### config.mk
export PLATFORM = sky130hd
export DESIGN_NAME = fft_peak_detect_flat
export DESIGN_NICKNAME = d
export VERILOG_FILES = /design/src/rtl/fft_peak_detect_pkg.sv /design/src/rtl/fft_peak_detect_if.sv /design/src/rtl/fft_peak_detect_mag_sq.sv /design/src/rtl/fft_peak_detect.sv /design/src/flat_wrapper.sv
export SDC_FILE = /design/constraint.sdc
export NUM_CORES = 2
export LEC_CHECK = 0
export CORE_MARGIN = 2
export CORE_UTILIZATION = 55
export CTS_CLUSTER_DIAMETER = 40
export DETAILED_ROUTE_END_ITERATION = 7
export GPL_TIMING_DRIVEN = 1
export PLACE_DENSITY_LB_ADDON = 0.2
export REMOVE_ABC_BUFFERS = 1
export SYNTH_ARGS = -nofsm -noshare
export SYNTH_HDL_FRONTEND = slang
export SYNTH_SLANG_ARGS = --single-unit
export TNS_END_PERCENT = 30
### constraint.sdc
create_clock -name CLOCK_50 -period 7.8 [get_ports CLOCK_50]
set_input_delay 0.78 -clock CLOCK_50 [delete_from_list [all_inputs] [get_ports CLOCK_50]]
set_output_delay 0.78 -clock CLOCK_50 [all_outputs]
set_load 0.05 [all_outputs]
### src/rtl/fft_peak_detect_pkg.sv
// rtl/fft_peak_detect_pkg.sv - shared types and helpers for the FFT peak-bin detector
package fft_peak_detect_pkg;

  typedef enum logic [1:0] {
    ST_IDLE   = 2'd0,
    ST_ACCUM  = 2'd1,
    ST_REPORT = 2'd2
  } fsm_state_t;

  function automatic int fft_bin_w(input int n_points);
    return $clog2(n_points);
  endfunction

  // LED position of a positive-half bin, clamped to the top LED.
  function automatic int led_index(input int bin, input int n_points, input int led_w);
    int idx;
    idx = (bin * led_w) / (n_points / 2);
    return (idx > led_w - 1) ? led_w - 1 : idx;
  endfunction

endpackage

### src/rtl/fft_peak_detect_if.sv
// rtl/fft_peak_detect_if.sv - FFT bin stream into the peak detector (no backpressure)
interface fft_peak_detect_if #(
  parameter int DATA_W = 16
);
  logic                     s_valid;
  logic                     s_sop;
  logic                     s_eop;
  logic signed [DATA_W-1:0] s_re;
  logic signed [DATA_W-1:0] s_im;

  modport master (output s_valid, s_sop, s_eop, s_re, s_im);
  modport slave  (input  s_valid, s_sop, s_eop, s_re, s_im);
endinterface

### src/rtl/fft_peak_detect_mag_sq.sv
// rtl/fft_peak_detect_mag_sq.sv - two-stage squared magnitude with valid/sop/eop sideband
module fft_mag_sq #(
  parameter int DATA_W = 16
) (
  input  logic                     clk,
  input  logic                     rst,
  input  logic                     in_valid,
  input  logic                     in_sop,
  input  logic                     in_eop,
  input  logic signed [DATA_W-1:0] in_re,
  input  logic signed [DATA_W-1:0] in_im,
  output logic                     out_valid,
  output logic                     out_sop,
  output logic                     out_eop,
  output logic [2*DATA_W:0]        out_mag
);

  logic signed [2*DATA_W-1:0] re_ext, im_ext;
  logic        [2*DATA_W-1:0] re_sq, im_sq;
  logic                       v1, sop1, eop1;

  assign re_ext = {{DATA_W{in_re[DATA_W-1]}}, in_re};
  assign im_ext = {{DATA_W{in_im[DATA_W-1]}}, in_im};

  always_ff @(posedge clk) begin
    if (rst) begin
      v1        <= 1'b0;
      sop1      <= 1'b0;
      eop1      <= 1'b0;
      re_sq     <= '0;
      im_sq     <= '0;
      out_valid <= 1'b0;
      out_sop   <= 1'b0;
      out_eop   <= 1'b0;
      out_mag   <= '0;
    end else begin
      v1        <= in_valid;
      sop1      <= in_valid & in_sop;
      eop1      <= in_valid & in_eop;
      re_sq     <= re_ext * re_ext;
      im_sq     <= im_ext * im_ext;
      out_valid <= v1;
      out_sop   <= sop1;
      out_eop   <= eop1;
      out_mag   <= {1'b0, re_sq} + {1'b0, im_sq};
    end
  end

endmodule

### src/rtl/fft_peak_detect.sv
// rtl/fft_peak_detect.sv - peak-bin tracker over the positive half-spectrum with
// threshold and multi-frame confirmation, driving LEDR as a one-hot frequency bar.
module fft_peak_detect
  import fft_peak_detect_pkg::*;
#(
  parameter int N_POINTS = 64,
  parameter int DATA_W   = 16,
  parameter int THRESH   = 1024,
  parameter int CONFIRM  = 2,
  parameter int LED_W    = 8,
  localparam int BIN_W   = fft_bin_w(N_POINTS),
  localparam int MAG_W   = 2*DATA_W+1
) (
  input  logic                 CLOCK_50,
  input  logic                 KEY,
  fft_peak_detect_if.slave     s,
  output logic                 peak_valid,
  output logic [BIN_W-1:0]     peak_bin,
  output logic [MAG_W-1:0]     peak_mag,
  output logic                 no_signal,
  output logic                 frame_err,
  output logic [LED_W-1:0]     LEDR
);

  localparam logic [BIN_W-1:0] LAST_BIN  = BIN_W'(N_POINTS - 1);
  localparam logic [BIN_W-1:0] HALF_BIN  = BIN_W'(N_POINTS / 2);
  localparam logic [MAG_W-1:0] THRESH_V  = MAG_W'(THRESH);
  localparam logic [3:0]       CONFIRM_V = 4'(CONFIRM);

  logic             d_valid, d_sop, d_eop;
  logic [MAG_W-1:0] d_mag;

  fft_mag_sq #(.DATA_W(DATA_W)) u_mag_sq (
    .clk      (CLOCK_50),
    .rst      (KEY),
    .in_valid (s.s_valid),
    .in_sop   (s.s_sop),
    .in_eop   (s.s_eop),
    .in_re    (s.s_re),
    .in_im    (s.s_im),
    .out_valid(d_valid),
    .out_sop  (d_sop),
    .out_eop  (d_eop),
    .out_mag  (d_mag)
  );

  fsm_state_t       state, next_state;
  logic [BIN_W-1:0] bin_cnt, max_bin, cand_bin;
  logic [MAG_W-1:0] max_mag;
  logic [3:0]       conf_cnt, conf_next;
  logic             start, advance, good_eop, bad_frame, no_sig_now;

  // Framing runs on the delayed stream so every decision sees the matching magnitude.
  always_comb begin
    next_state = state;
    start      = 1'b0;
    advance    = 1'b0;
    good_eop   = 1'b0;
    bad_frame  = 1'b0;
    case (state)
      ST_ACCUM: begin
        if (d_valid) begin
          if (d_sop) begin
            bad_frame = 1'b1;
            start     = 1'b1;
          end else if (d_eop) begin
            if (bin_cnt == LAST_BIN) begin
              good_eop   = 1'b1;
              next_state = ST_REPORT;
            end else begin
              bad_frame  = 1'b1;
              next_state = ST_IDLE;
            end
          end else if (bin_cnt == LAST_BIN) begin
            bad_frame  = 1'b1;
            next_state = ST_IDLE;
          end else begin
            advance = 1'b1;
          end
        end
      end
      default: begin
        next_state = ST_IDLE;
        if (d_valid && d_sop) begin
          start      = 1'b1;
          next_state = ST_ACCUM;
        end
      end
    endcase
  end

  assign no_sig_now = (max_mag < THRESH_V);

  always_comb begin
    conf_next = 4'd1;
    if (conf_cnt != 4'd0 && max_bin == cand_bin)
      conf_next = (conf_cnt >= CONFIRM_V) ? CONFIRM_V : conf_cnt + 4'd1;
  end

  always_ff @(posedge CLOCK_50) begin
    if (KEY) begin
      state      <= ST_IDLE;
      bin_cnt    <= '0;
      max_bin    <= '0;
      max_mag    <= '0;
      cand_bin   <= '0;
      conf_cnt   <= '0;
      peak_valid <= 1'b0;
      peak_bin   <= '0;
      peak_mag   <= '0;
      no_signal  <= 1'b0;
      frame_err  <= 1'b0;
      LEDR       <= '0;
    end else begin
      state      <= next_state;
      peak_valid <= 1'b0;
      if (bad_frame)
        frame_err <= 1'b1;
      if (start) begin
        bin_cnt <= BIN_W'(1);
        max_mag <= '0;
        max_bin <= '0;
      end else if (advance) begin
        bin_cnt <= bin_cnt + BIN_W'(1);
        // Strict compare keeps the lowest bin on ties.
        if (bin_cnt < HALF_BIN && d_mag > max_mag) begin
          max_mag <= d_mag;
          max_bin <= bin_cnt;
        end
      end
      if (good_eop) begin
        no_signal <= no_sig_now;
        if (no_sig_now) begin
          conf_cnt   <= '0;
          peak_bin   <= '0;
          peak_mag   <= '0;
          LEDR       <= '0;
          peak_valid <= 1'b1;
        end else begin
          conf_cnt <= conf_next;
          cand_bin <= max_bin;
          if (conf_next == CONFIRM_V) begin
            peak_bin   <= max_bin;
            peak_mag   <= max_mag;
            LEDR       <= LED_W'(1) << led_index(int'(max_bin), N_POINTS, LED_W);
            peak_valid <= 1'b1;
          end
        end
      end
    end
  end

endmodule

### src/flat_wrapper.sv
// flat-port wrapper written by rule: the top's interface ports become plain ports
module fft_peak_detect_flat import fft_peak_detect_pkg::*;
#(
  parameter int N_POINTS = 64,
  parameter int DATA_W   = 16,
  parameter int THRESH   = 1024,
  parameter int CONFIRM  = 2,
  parameter int LED_W    = 8,
  localparam int BIN_W   = fft_bin_w(N_POINTS),
  localparam int MAG_W   = 2*DATA_W+1
)
  (CLOCK_50, KEY, peak_valid, peak_bin, peak_mag, no_signal, frame_err, LEDR, s_s_valid, s_s_sop, s_s_eop, s_s_re, s_s_im);
  fft_peak_detect_if #(.DATA_W(DATA_W)) s_i ();
  input  logic CLOCK_50;
  input  logic KEY;
  output logic peak_valid;
  output logic [BIN_W-1:0] peak_bin;
  output logic [MAG_W-1:0] peak_mag;
  output logic no_signal;
  output logic frame_err;
  output logic [LED_W-1:0] LEDR;
  input wire logic [$bits(s_i.s_valid)-1:0] s_s_valid;
  input wire logic [$bits(s_i.s_sop)-1:0] s_s_sop;
  input wire logic [$bits(s_i.s_eop)-1:0] s_s_eop;
  input wire logic [$bits(s_i.s_re)-1:0] s_s_re;
  input wire logic [$bits(s_i.s_im)-1:0] s_s_im;
  assign s_i.s_valid = s_s_valid;
  assign s_i.s_sop = s_s_sop;
  assign s_i.s_eop = s_s_eop;
  assign s_i.s_re = s_s_re;
  assign s_i.s_im = s_s_im;
  fft_peak_detect #(.N_POINTS(N_POINTS), .DATA_W(DATA_W), .THRESH(THRESH), .CONFIRM(CONFIRM), .LED_W(LED_W)) u_core (.CLOCK_50(CLOCK_50), .KEY(KEY), .s(s_i), .peak_valid(peak_valid), .peak_bin(peak_bin), .peak_mag(peak_mag), .no_signal(no_signal), .frame_err(frame_err), .LEDR(LEDR));
endmodule
# Yosys cells after proc, flatten, opt, wreduce, memory -nomap -nowiden
# Cells that the tools add are included.
[classes] shifts=1 n_eq_ne=7 n_lt_le_gt_ge=5 mux=39 add_sub_neg=3 n_mul=2 n_reduce_logical=12 bitwise_logic=4
[op_table] operator="$mux 33" n=2
[op_table] operator="$mul 16x16->32" n=2
[op_table] operator="$add 32x32->33" n=1
[op_table] operator="$gt 33x33->1" n=1
[op_table] operator="$lt 33x11->1 const B" n=1
[op_table] operator="$shl 1x32->8 const A" n=1
[op_table] operator="$mux 1" n=23
[op_table] operator="$mux 4" n=4
[op_table] operator="$mux 8" n=2
[op_table] operator="$mux 2" n=6
[op_table] operator="$mux 6" n=2
[op_table] operator="$add 6x1->6 const B" n=1
[op_table] operator="$eq 6x6->1" n=1
[op_table] operator="$eq 6x6->1 const B" n=1
[op_table] operator="$lt 6x6->1 const B" n=1
[op_table] operator="$reduce_and 2->1" n=3
[op_table] operator="$add 4x1->4 const B" n=1
[op_table] operator="$eq 4x2->1 const B" n=1
[op_table] operator="$ge 4x2->1 const B" n=1
[op_table] operator="$gt 4x3->1 const B" n=1
[op_table] operator="$ne 2x2->1 const B" n=2
[op_table] operator="$reduce_bool 2->1" n=2
[op_table] operator="$reduce_bool 4->1" n=1
[op_table] operator="$reduce_or 2->1" n=2
[op_table] operator="6 further kinds" n=10
[word_totals] input_bits=37 ff_bits=210 output_inout_bits=50 wordCells=95

# Depth between registers and ports, before layout
[logic_depth] ltp_word=8 depth_mapped=25 ltp_nobuf=23

# Cells and area by module
# Synthesis repeated with hierarchy kept, for this count alone.
[hier_totals] cells_unflattened=2931 hier_area_um2=26686.8
[modules_own_cells] mod="fft_mag_sq" n_inst=1 seq_area_each_um2=2021.9 cells_each=2325 area_per_inst_um2=21550.7
[modules_own_cells] mod="fft_peak_detect" n_inst=1 seq_area_each_um2=2142.1 cells_each=606 area_per_inst_um2=5136.2

# Least setup slack after synthesis
# No wires, ideal clock.
[synth_timing] kind="input -> register" start="input port s_s_re[1]" end="register u_core.u_mag_sq.re_sq[31]" stages=18 path_slack_ns=1.219 n_path_buf=1 setup_ns=0.132 t_arrival_ns=6.449 cell_sequence="clkbuf_1 and2_1 fa_1 fa_1 fa_1 fa_1 fa_1 inv_1 fa_1 inv_1 ha_1 and4_1 a221oi_2 o31ai_2 a221o_2 a2111oi_4 or3_1 a21oi_1"
[synth_via] elab_chain_cells=1
[synth_lines] element="start, declared" line_no="flat_wrapper.sv:25" text="input wire logic [$bits(s_i.s_re)-1:0] s_s_re;"
[synth_lines] element="$mul 16x16->32" line_no="fft_peak_detect_mag_sq.sv:40" text="re_sq <= re_ext * re_ext;"
[synth_lines] element="end signal, assigned" line_no="fft_peak_detect_mag_sq.sv:40"
[synth_lines] element="end, declared" line_no="fft_peak_detect_mag_sq.sv:19" text="logic [2*DATA_W-1:0] re_sq, im_sq;"
# Every way passes these cells.
# A chain may end at the register's enable or synchronous reset.

# Final worst setup path
[layout_timing] start="input port s_s_re[7]" end="register u_core.u_mag_sq.re_sq[21]"
# The elaborated chain is that of the path after synthesis.

==> impl_metrics.yaml <==
outcome:
  run_status: "completed"
floorplanning:
  die_h_um: 224
  die_x_um: 224
  io_pins: 87
  num_rows: 80
  initial_core_util_pct: 55.8
  fp.dieArea_um2: 50300
  core_region_area_um2: 47800
detailed_routing:
  first_iter_violations: 1103
  postRouteAntennaNets: 0
  routed_wl_mm: 55.7
  routed_via_density: 5.34
  routed_wire_length_per_instance_um: 15.4
  via_count: 19329
  route.detailed.drc: 0
  detailedRoute.firstPassIterationCount: 5
yosys:
  syn_area_per_cell_um2: 9.13
  mappedNetlistArea_um2: 26700
  ys_ff_latch: 208
  synth_top_cell_by_area: "fa_1"
  netlist_instances: 2925
  synth_edf_count: 0
  netlist.area_leader.share_pct: 35.1
  dominantRegCellSynth: "dfxtp_1"
  async_flop_share_pct: 0
  post_synth_most_frequent_cells: "inv_1, fa_1, nand2_1"
  yosysUniqueCellTypes: 79
  synth.yosys.warnings: 0
  synth.top_cells.by_area: "fa_1, dfxtp_1, ha_1"
  yosysSeqAreaShare_pct: 15.6
  yosysMostFrequentCell: "inv_1"
grt:
  first_pass_grt_wire_length_mm: 96.5
  grt_start_max_net_pins: 116
  antenna_found_initial: 0
  groute.usage.overall_pct: 23.3
  grt_pass1_vias: 20629
  grt_remaining_overflow: 0
setup_path:
  arrival_time_reported_for_the_critical_path_endpoint_ns: 7.36
  crit_path_max_fanout: 15
  worstSetupStartpointType: "primary input"
  worstSetupPathType: "in -> reg"
  cp_num_buf_inv: 7
  cpMaxStageDelayCell: "clkdlybuf4s50_1"
  worstPathCellList: "clkdlybuf4s50_1 -> inv_1 -> fa_1 -> inv_1 -> fa_1 -> inv_1 -> fa_1 -> inv_1 -> fa_1 -> fa_1 -> inv_1 -> fa_1 -> inv_1 -> ha_1 -> a211oi_1 -> o21ai_0 -> a21oi_2 -> o21ai_0 -> o41ai_1 -> o21ai_0 -> xnor2_1 -> nor2_1"
  critPathCaptureType: "flip-flop"
  path_delay_family: "adder cells"
  cpPeakStageDelay_ns: 0.91
  cp.required_ns: 8.19
timing:
  timing.final.crit_share_pct: 89.3
  max-slew-margin-rel_pct: 26.3
  grt_setup_unrepaired: "false"
  layout_min_cycle_time_ns: 6.96
  final.setup.tns_ns: 0
  fmaxAchievable_mhz: 144
  setup_viol: 0
  drv_slew: 0
  tightestPinTransition_ns: 1.11
  fin_ws_ns: 0.837
  clock_skew_ns: 0.0159
  final-hold-violation-count: 0
cells_and_area:
  diodes: 0
  drive_above_1_share_pct: 4.16
  nNetsFinal: 3735
  multiInputGateArea_um2: 19700
  areaGrowthSynthToFinish_pct: 9.21
  fillers: 4099
  fin_area_um2: 29200
  postLayoutCoreUtil_pct: 60.9
  layout.area.seq_um2: 4160
worst_hold_path:
  worst_hold_path_type: "reg -> reg"
clock_network:
  tritoncts.num_buffers: 27
  post_cts_resize_count: 0
  cts_hold_buf: 0
  clk-insertion-delay-late_ns: 0.53
  tritoncts: "built"
  h-tree-depth: 1
  cts.root.buffer_cell: "clkbuf_16"
  cts.reportedPaths.clkPinSlew_ns: 0.06
  numClockSinks: 208
  clock_tree.buffer_depth: 3
  post_cts_buffers: 0
placement:
  gp_routability_congestion: 0.898
  pre_cts_ws_ns: 0.345
  port_buf_inserts: 86
  placed_area_um2: 28300
  place.detailed.hpwl_mm: 47.4
flow_run:
  cap_violations: 0
registers in the layout, summed over array words and instances (netlist names), 8 cells and up:
name / cells
u_core.LEDR: 8
u_core.max_mag: 33
u_core.peak_mag: 33
u_core.u_mag_sq.im_sq: 31
u_core.u_mag_sq.out_mag: 33
u_core.u_mag_sq.re_sq: 31
cell usage in the layout (no fill, tap or decap), types with 42 or more instances in the layout:
| cell | Yosys | layout |
|---|---|---|
| ha_1 | 243 | 243 |
| a21oi_1 | 75 | 74 |
| fa_1 | 468 | 468 |
| and2_1 | 91 | 91 |
| dfxtp_1 | 208 | 208 |
| clkdlybuf4s50_1 | 0 | 85 |
| nor2_1 | 202 | 202 |
| inv_1 | 675 | 675 |
| xnor2_1 | 69 | 69 |
| o21ai_0 | 50 | 50 |
| mux2i_1 | 42 | 42 |
| nand2_1 | 279 | 279 |
kinds of logic after synthesis:
| group | synth area share, % |
|---|---|
| adders and majority gates | 46.5 |
| AOI/OAI and AO/OA | 8.80 |
| muxes | 1.57 |
| xor gates and xnor gates | 3.61 |
| and+or+nand+nor | 13.1 |
| DFF | 15.6 |
| buffers and inverters | 10.9 |
path summary, 6_finish.rpt:
path | from | end | slack (ns) | depth (start not counted)
min reg2reg | u_core.u_mag_sq.sop1$_SDFF_PP0_ | u_core.u_mag_sq.out_sop$_SDFF_PP0_ | 0.44 | 1
max | s_s_re[7] | u_core.u_mag_sq.re_sq[21]$_SDFF_PP0_ | 0.84 | 22
min | u_core.u_mag_sq.sop1$_SDFF_PP0_ | u_core.u_mag_sq.out_sop$_SDFF_PP0_ | 0.44 | 1
max reg2reg | u_core.conf_cnt[0]$_SDFFE_PP0P_ | u_core.peak_mag[4]$_SDFFE_PP0P_ | 4.77 | 8
per-stage QoR:
step	std cells	hold WS (ns)
after detailed placement	3573	0.427
after floorplan	2831	0.414
after CTS	3620	0.441
final	3620	0.437
after global placement	3573	0.423
after global routing	3620	0.458
routing by layer:
metal	part of all wire (%)	vias up	GRT usage (%)
met5	0	-	0
met4	1.7	0	4.49
met3	4.3	67	2.66
met2	52	375	42.3
met1	42	9713	30.2
li1	-	9174	-
final cells by class:
class	instances	area share, %
clock inverter	16	0.498
sequential	208	14.3
clock buffer	31	2.44
timing repair buffer	127	4.04
tap	615	2.64
inverter	676	8.70
multi-input combinational	1947	67.4
Power is left out: the tool's default activity adds up to more than one toggle a clock period on the data nets, which glitch-free logic cannot reach.
